**src/rtl/my_ifetch.sv**
```systemverilog
// my_ifetch: instruction fetch stage feeding the decoder.
// Owns the PC, issues word-aligned req/gnt/rvalid fetches and buffers returned
// words in an in-order FIFO presented with valid/ready. A redirect flushes the
// buffer and drops responses still in flight.
// Optional feature: define IFETCH_ALIGN_CHECK_EN to flag a misaligned redirect
// target on fetch_err_o and halt fetching until an aligned redirect arrives.
module my_ifetch #(
  parameter logic [31:0] RESET_PC   = 32'h0000_0000,
  parameter int unsigned FIFO_DEPTH = 2,
  parameter logic [31:0] NOP_INST   = 32'h0000_0013
) (
  input  logic        clk_i,
  input  logic        rst_n_i,
  output logic        imem_req_o,
  output logic [31:0] imem_addr_o,
  input  logic        imem_gnt_i,
  input  logic        imem_rvalid_i,
  input  logic [31:0] imem_rdata_i,
  input  logic        redirect_i,
  input  logic [31:0] redirect_pc_i,
  input  logic        id_ready_i,
  output logic        inst_valid_o,
  output logic [31:0] inst_o,
  output logic [31:0] pc_o,
  output logic        fetch_err_o
);

  localparam int unsigned PTR_W = $clog2(FIFO_DEPTH);
  localparam int unsigned CNT_W = $clog2(FIFO_DEPTH + 1);
  localparam int unsigned SUM_W = CNT_W + 1;

  // Reject depths the pointer arithmetic cannot wrap correctly.
  if ((FIFO_DEPTH < 2) || ((FIFO_DEPTH & (FIFO_DEPTH - 1)) != 0)) begin : g_bad_depth
    $error("my_ifetch: FIFO_DEPTH must be a power of two and at least 2");
  end

  logic [31:0]      fetch_pc_q, fetch_pc_d;
  logic [PTR_W-1:0] wptr_q, wptr_d;
  logic [PTR_W-1:0] rptr_q, rptr_d;
  logic [CNT_W-1:0] count_q, count_d;
  logic [CNT_W-1:0] outst_q, outst_d;
  logic [CNT_W-1:0] discard_q, discard_d;
  logic [31:0]      fifo_pc_q   [FIFO_DEPTH];
  logic [31:0]      fifo_pc_d   [FIFO_DEPTH];
  logic [31:0]      fifo_inst_q [FIFO_DEPTH];
  logic [31:0]      fifo_inst_d [FIFO_DEPTH];

  logic             err_halt;
  logic             empty;
  logic             full;
  logic             pop;
  logic             push;
  logic             grant;
  logic             rsp_ok;
  logic [SUM_W-1:0] demand;
  logic [31:0]      rsp_pc;
  logic [31:0]      redirect_tgt;

  // Redirect target is always forced to a word boundary for the fetch address.
  assign redirect_tgt = {redirect_pc_i[31:2], 2'b00};

`ifdef IFETCH_ALIGN_CHECK_EN
  logic err_q, err_d;

  // Sticky misalignment flag, re-evaluated on every redirect.
  always_comb begin : comb_err
    err_d = err_q;
    if (redirect_i) begin
      err_d = (redirect_pc_i[1:0] != 2'b00);
    end
  end

  // Misalignment flag register.
  always_ff @(posedge clk_i or negedge rst_n_i) begin : seq_err
    if (!rst_n_i) begin
      err_q <= 1'b0;
    end else begin
      err_q <= err_d;
    end
  end

  assign err_halt    = err_q;
  assign fetch_err_o = err_q;
`else
  logic unused_pc_lsb;

  assign unused_pc_lsb = ^redirect_pc_i[1:0];
  assign err_halt      = 1'b0;
  assign fetch_err_o   = 1'b0;
`endif

  // Output handshake, request gating and response classification.
  always_comb begin : comb_status
    empty        = (count_q == '0);
    full         = (count_q == CNT_W'(FIFO_DEPTH));
    inst_valid_o = !empty && !redirect_i;
    pop          = inst_valid_o && id_ready_i;
    inst_o       = NOP_INST;
    pc_o         = 32'h0000_0000;
    if (inst_valid_o) begin
      inst_o = fifo_inst_q[rptr_q];
      pc_o   = fifo_pc_q[rptr_q];
    end
    // Every granted request must own a FIFO slot when its response lands.
    demand      = SUM_W'(count_q) + SUM_W'(outst_q) - SUM_W'(pop);
    imem_req_o  = rst_n_i && !redirect_i && !err_halt && (demand < SUM_W'(FIFO_DEPTH));
    imem_addr_o = fetch_pc_q;
    grant       = imem_req_o && imem_gnt_i;
    // Responses with nothing outstanding are protocol violations and ignored.
    rsp_ok      = imem_rvalid_i && (outst_q != '0);
    // Oldest live request address: no discards pending means all in flight are live.
    rsp_pc      = fetch_pc_q - 32'({outst_q, 2'b00});
    push        = rsp_ok && (discard_q == '0) && !redirect_i && (!full || pop);
  end

  // Next-state for PC, FIFO, in-flight and discard counters.
  always_comb begin : comb_next
    fetch_pc_d  = fetch_pc_q;
    wptr_d      = wptr_q;
    rptr_d      = rptr_q;
    count_d     = count_q;
    outst_d     = outst_q;
    discard_d   = discard_q;
    fifo_pc_d   = fifo_pc_q;
    fifo_inst_d = fifo_inst_q;
    if (redirect_i) begin
      fetch_pc_d = redirect_tgt;
      wptr_d     = '0;
      rptr_d     = '0;
      count_d    = '0;
      outst_d    = outst_q - CNT_W'(rsp_ok);
      discard_d  = outst_d;
    end else begin
      if (grant) begin
        fetch_pc_d = fetch_pc_q + 32'd4;
      end
      outst_d = outst_q + CNT_W'(grant) - CNT_W'(rsp_ok);
      if (rsp_ok && (discard_q != '0)) begin
        discard_d = discard_q - CNT_W'(1);
      end
      if (push) begin
        fifo_pc_d[wptr_q]   = rsp_pc;
        fifo_inst_d[wptr_q] = imem_rdata_i;
        wptr_d              = wptr_q + PTR_W'(1);
      end
      if (pop) begin
        rptr_d = rptr_q + PTR_W'(1);
      end
      count_d = count_q + CNT_W'(push) - CNT_W'(pop);
    end
  end

  // State registers.
  always_ff @(posedge clk_i or negedge rst_n_i) begin : seq_state
    if (!rst_n_i) begin
      fetch_pc_q <= {RESET_PC[31:2], 2'b00};
      wptr_q     <= '0;
      rptr_q     <= '0;
      count_q    <= '0;
      outst_q    <= '0;
      discard_q  <= '0;
      for (int unsigned i = 0; i < FIFO_DEPTH; i++) begin
        fifo_pc_q[i]   <= '0;
        fifo_inst_q[i] <= '0;
      end
    end else begin
      fetch_pc_q  <= fetch_pc_d;
      wptr_q      <= wptr_d;
      rptr_q      <= rptr_d;
      count_q     <= count_d;
      outst_q     <= outst_d;
      discard_q   <= discard_d;
      fifo_pc_q   <= fifo_pc_d;
      fifo_inst_q <= fifo_inst_d;
    end
  end

endmodule

```
**config.mk**
```make
export PLATFORM = sky130hd
export DESIGN_NAME = my_ifetch
export DESIGN_NICKNAME = d
export VERILOG_FILES = /design/src/rtl/my_ifetch.sv
export SDC_FILE = /design/constraint.sdc
export NUM_CORES = 1
export LEC_CHECK = 0
export ABC_CLOCK_PERIOD_IN_PS = 4800
export CORE_MARGIN = 2
export CORE_UTILIZATION = 52
export DETAILED_ROUTE_END_ITERATION = 10
export PLACE_DENSITY = 0.79
export RECOVER_POWER = 25
export SETUP_SLACK_MARGIN = 0.5
export SYNTH_ARGS = -nofsm -noshare
export SYNTH_HDL_FRONTEND = slang
export SYNTH_SLANG_ARGS = --single-unit
```
**constraint.sdc**
```tcl
create_clock -name clk_i -period 4.8 [get_ports clk_i]
set_input_delay 0.48 -clock clk_i [delete_from_list [all_inputs] [get_ports clk_i]]
set_output_delay 0.48 -clock clk_i [all_outputs]
set_load 0.005 [all_outputs]
```
==> out/summary.txt <==
largest net degree at the start of global routing - 91
Arr. time, crit path - 3.38 ns
Seq/Total Area, Yosys - 47.4%
Sw Ratio - 31.9%
fin cells - 1255
EDFF count, synth - 0
hold path depth - 2
CORE AREA - 16000 um2
H-tree depth - 4
Gate Count Post-Synth - 906
Row Count - 46
leading area contributor after synthesis - dfrtp_1
Worst Setup Start Kind - flop
die area - 17500 um2
DRT Wirelength - 20500 um
Post-Syn Area - 8550 um2
setup TNS - 0 ns
GR Util met3 - 4.84%
average vias per placed instance - 5.58
Seq pwr share - 44.6%
Final Cell Area - 10800 um2
status - finished with violations
Total GRT Usage - 24.0%
Slew headroom - -12.2%
Worst R2R Path Depth - 18
worst slack, placed - 0.876 ns
final setup violation count - 0
total of max-cap violations - 3
Critical path origin - count_q[1]$_DFF_PN0_
unrepaired setup endpoints after global routing - false
initial core utilization - 53.4%
TritonCTS Buffers - 17
flops & latches, synth - 162
area post-placement - 10200 um2
Post-synth ARST share - 100%
first-pass GRT wire length - 34100 um
Clk Latency, worst-skew pair - 0.42 ns
Clk network pwr share - 29.1%
CTS tree - done
# diodes - 0
internal power - 0.00329 W
Logic pwr share - 26.2%
DRC - 0
Worst-path clk slew - 0.06 ns
Die Span Y - 132 um
Post-Synth Simple-Gate Area - 21.6%
Final min period - 3.86 ns
mux cell area share after synthesis - 12.4%
Routed Antenna Nets - 0
min-delay src - fifo_inst_q[34]$_DFFE_PN0P_
# nets final - 1109
Post-CTS Setup Bufs - 0
IO Port Bufs - 161
Critical Path RT - 4.32 ns
largest family of logic cells by synthesized area - simple AND/OR/NAND/NOR gates
1st-pass router iterations - 4
Post-Synth XOR/XNOR Area - 4.00%
IO Pins - 169
# fillers - 1321
Worst-Margin Slew - 1.68 ns
total net switching power - 0.00154 W
vias in the first global route - 6684
vias post-DR - 7009
GR Util met1 - 34.2%
achievable frequency - 0.259 GHz
worst vdd ir - 0.285 mV
dpl cells - 1222
Remaining Overflow, GRT - 0
final hold viol count - 0
starting DRC count in detailed routing - 446
Leak - 4.56 nW
TritonCTS Sinks - 162
dominant synthesized flop cell - dfrtp_1
clk root buf - clkbuf_16
WL per Instance - 16.3 um
FF-to-FF Start - count_q[1]$_DFF_PN0_
Final period util - 80.3%
Final Slew Violations - 131
Final WS setup - 0.945 ns
post-cts sizing count - 0
Die W - 132 um
top-area cell type share of the netlist area - 47.4%
Clock Path Buffers - 2
Synth Area in Compound Gates - 8.05%
GRT Max-Usage Layer - met2
Detailed Place HPWL - 13500 um
library cells used by synthesis - 52
pwr dens - 447 nW/um2
violated checks - max-capacitance violations, max-slew violations
Synth Area in Adders - 2.08%
Synth area leaders - dfrtp_1 (47%), nand2_1 (8.4%), mux2i_1 (7.6%), mux2_2 (4.7%), o21ai_0 (3.7%)
crit-path max FO - 5
GP Congestion - 0.819
initial antenna violation count - 0
Tot Pwr - 0.00483 W
Area Overhead vs Synth - 26.5%
share of layout cells above drive strength 1 - 10.0%
M2 GR Usage - 38.2%
synth warn - 0
Worst Clk Skew - 0.00743 ns
CP Capture Type - output pin
Mean Syn Cell Area - 9.43 um2
WS Path Type - reg -> out
Hold/Removal Path Class - reg -> reg
## power groups by stage
stage	combinational (W)	clock, W	sequential [W]
2_1_floorplan	0.000954	0	0.00202
3_3_place_gp	0.00123	0	0.00216
3_5_place_dp	0.00127	0	0.00218
4_1_cts	0.00129	0.00143	0.00216
5_1_grt	0.00144	0.00149	0.00222
6_report	0.00127	0.00141	0.00216
## layer usage
layer | vias up | part of all wire (%)
met5 | - | 0
met4 | 0 | 1.0
met3 | 18 | 5.3
met2 | 220 | 48
met1 | 3447 | 46
li1 | 3324 | -
## layout make-up
type                    instances  area (um2)  share of cell area (%)
multi-input cells             658        4130                    38.2
flip-flops and latches        162        4060                    37.5
repair buffers                171        1680                    15.5
clock buffers                  18         439                    4.06
well taps                     216         270                    2.50
clock inverters                14         179                    1.65
inverters                      16        60.1                   0.555
## sequential cells by signal (all words and copies together), names as in the netlist
signal,cells
count_q,2
discard_q,2
fifo_inst_q,64
fifo_pc_q,60
imem_addr_o,30
outst_q,2
rptr_q,1
wptr_q,1
## placed cells by master (no fill, tap or decap), types with 6 or more instances in the layout
cell,instances
o211ai_1,6
inv_1,16
clkdlybuf4s50_1,159
ha_1,11
nor2b_1,6
nand3_1,22
o21ai_1,16
nor3_1,11
nor4_1,7
xor2_1,12
nor2_1,82
nand2_1,191
xnor2_1,27
mux2_2,36
and3_1,6
mux2i_1,65
clkbuf_16,17
nand4_1,10
dfrtp_1,161
buf_4,7
a21oi_1,7
o21ai_0,65
a22oi_1,6
nand3b_1,6
## final timing paths
| check | slack, ns | to |
|---|---|---|
| max | 0.94 | imem_req_o |
| min reg2reg | 0.47 | fifo_inst_q[34]$_DFFE_PN0P_ |
| max in group asynchronous | 2.13 | rptr_q$_DFFE_PN0P_ |
| max reg2reg | 1.01 | outst_q[1]$_DFF_PN0_ |
| min in group asynchronous | 0.52 | fifo_inst_q[3]$_DFFE_PN0P_ |
| min | 0.47 | fifo_inst_q[34]$_DFFE_PN0P_ |
## worst max-delay path, cell delays in order, from the launching register on
cell and delay (ns):
dfrtp_1 0.40, nor2_1 0.06, or2_2 0.29, inv_1 0.23, nand2_1 0.13, inv_1 0.10, ha_1 0.22, nand2b_1 0.15
fa_1 0.48, nand2_1 0.08, nor3_1 0.26, clkdlybuf4s50_1 0.57
## synth_stat cells, drive strengths merged (7+ instances only)
master / n
nand2: 193
dfrtp: 162
nor2: 82
o21ai: 81
mux2i: 65
clkbuf: 47
mux2: 36
buf: 27
xnor2: 27
nand3: 22
inv: 16
nor4: 16
nor3: 14
xor2: 12
ha: 11
nand4: 11
a21oi: 7
nor2b: 7
## what timing repair did
item / 4_1_cts / 5_1_grt
endpoints found under the setup margin: 0 / 0
hold buffers: 1 / 0
endpoints found under the hold margin: 33 / 0
## cells by family after synthesis
| group | Yosys count |
|---|---|
| simple gates | 383 |
| flops | 162 |
| compound gates | 117 |
| mux | 101 |
| buf+inv | 90 |
| xor+xnor | 39 |
| fa+ha+maj | 13 |
| other cells | 1 |
## metrics by stage
step	util, %	hold WS (ns)
2_1_floorplan	-	0.184
3_3_place_gp	63.7	0.393
3_5_place_dp	63.7	0.392
4_1_cts	67.7	0.478
5_1_grt	67.6	0.494
6_report	67.6	0.471
No activity file was read; power rests on OpenSTA's default activity.
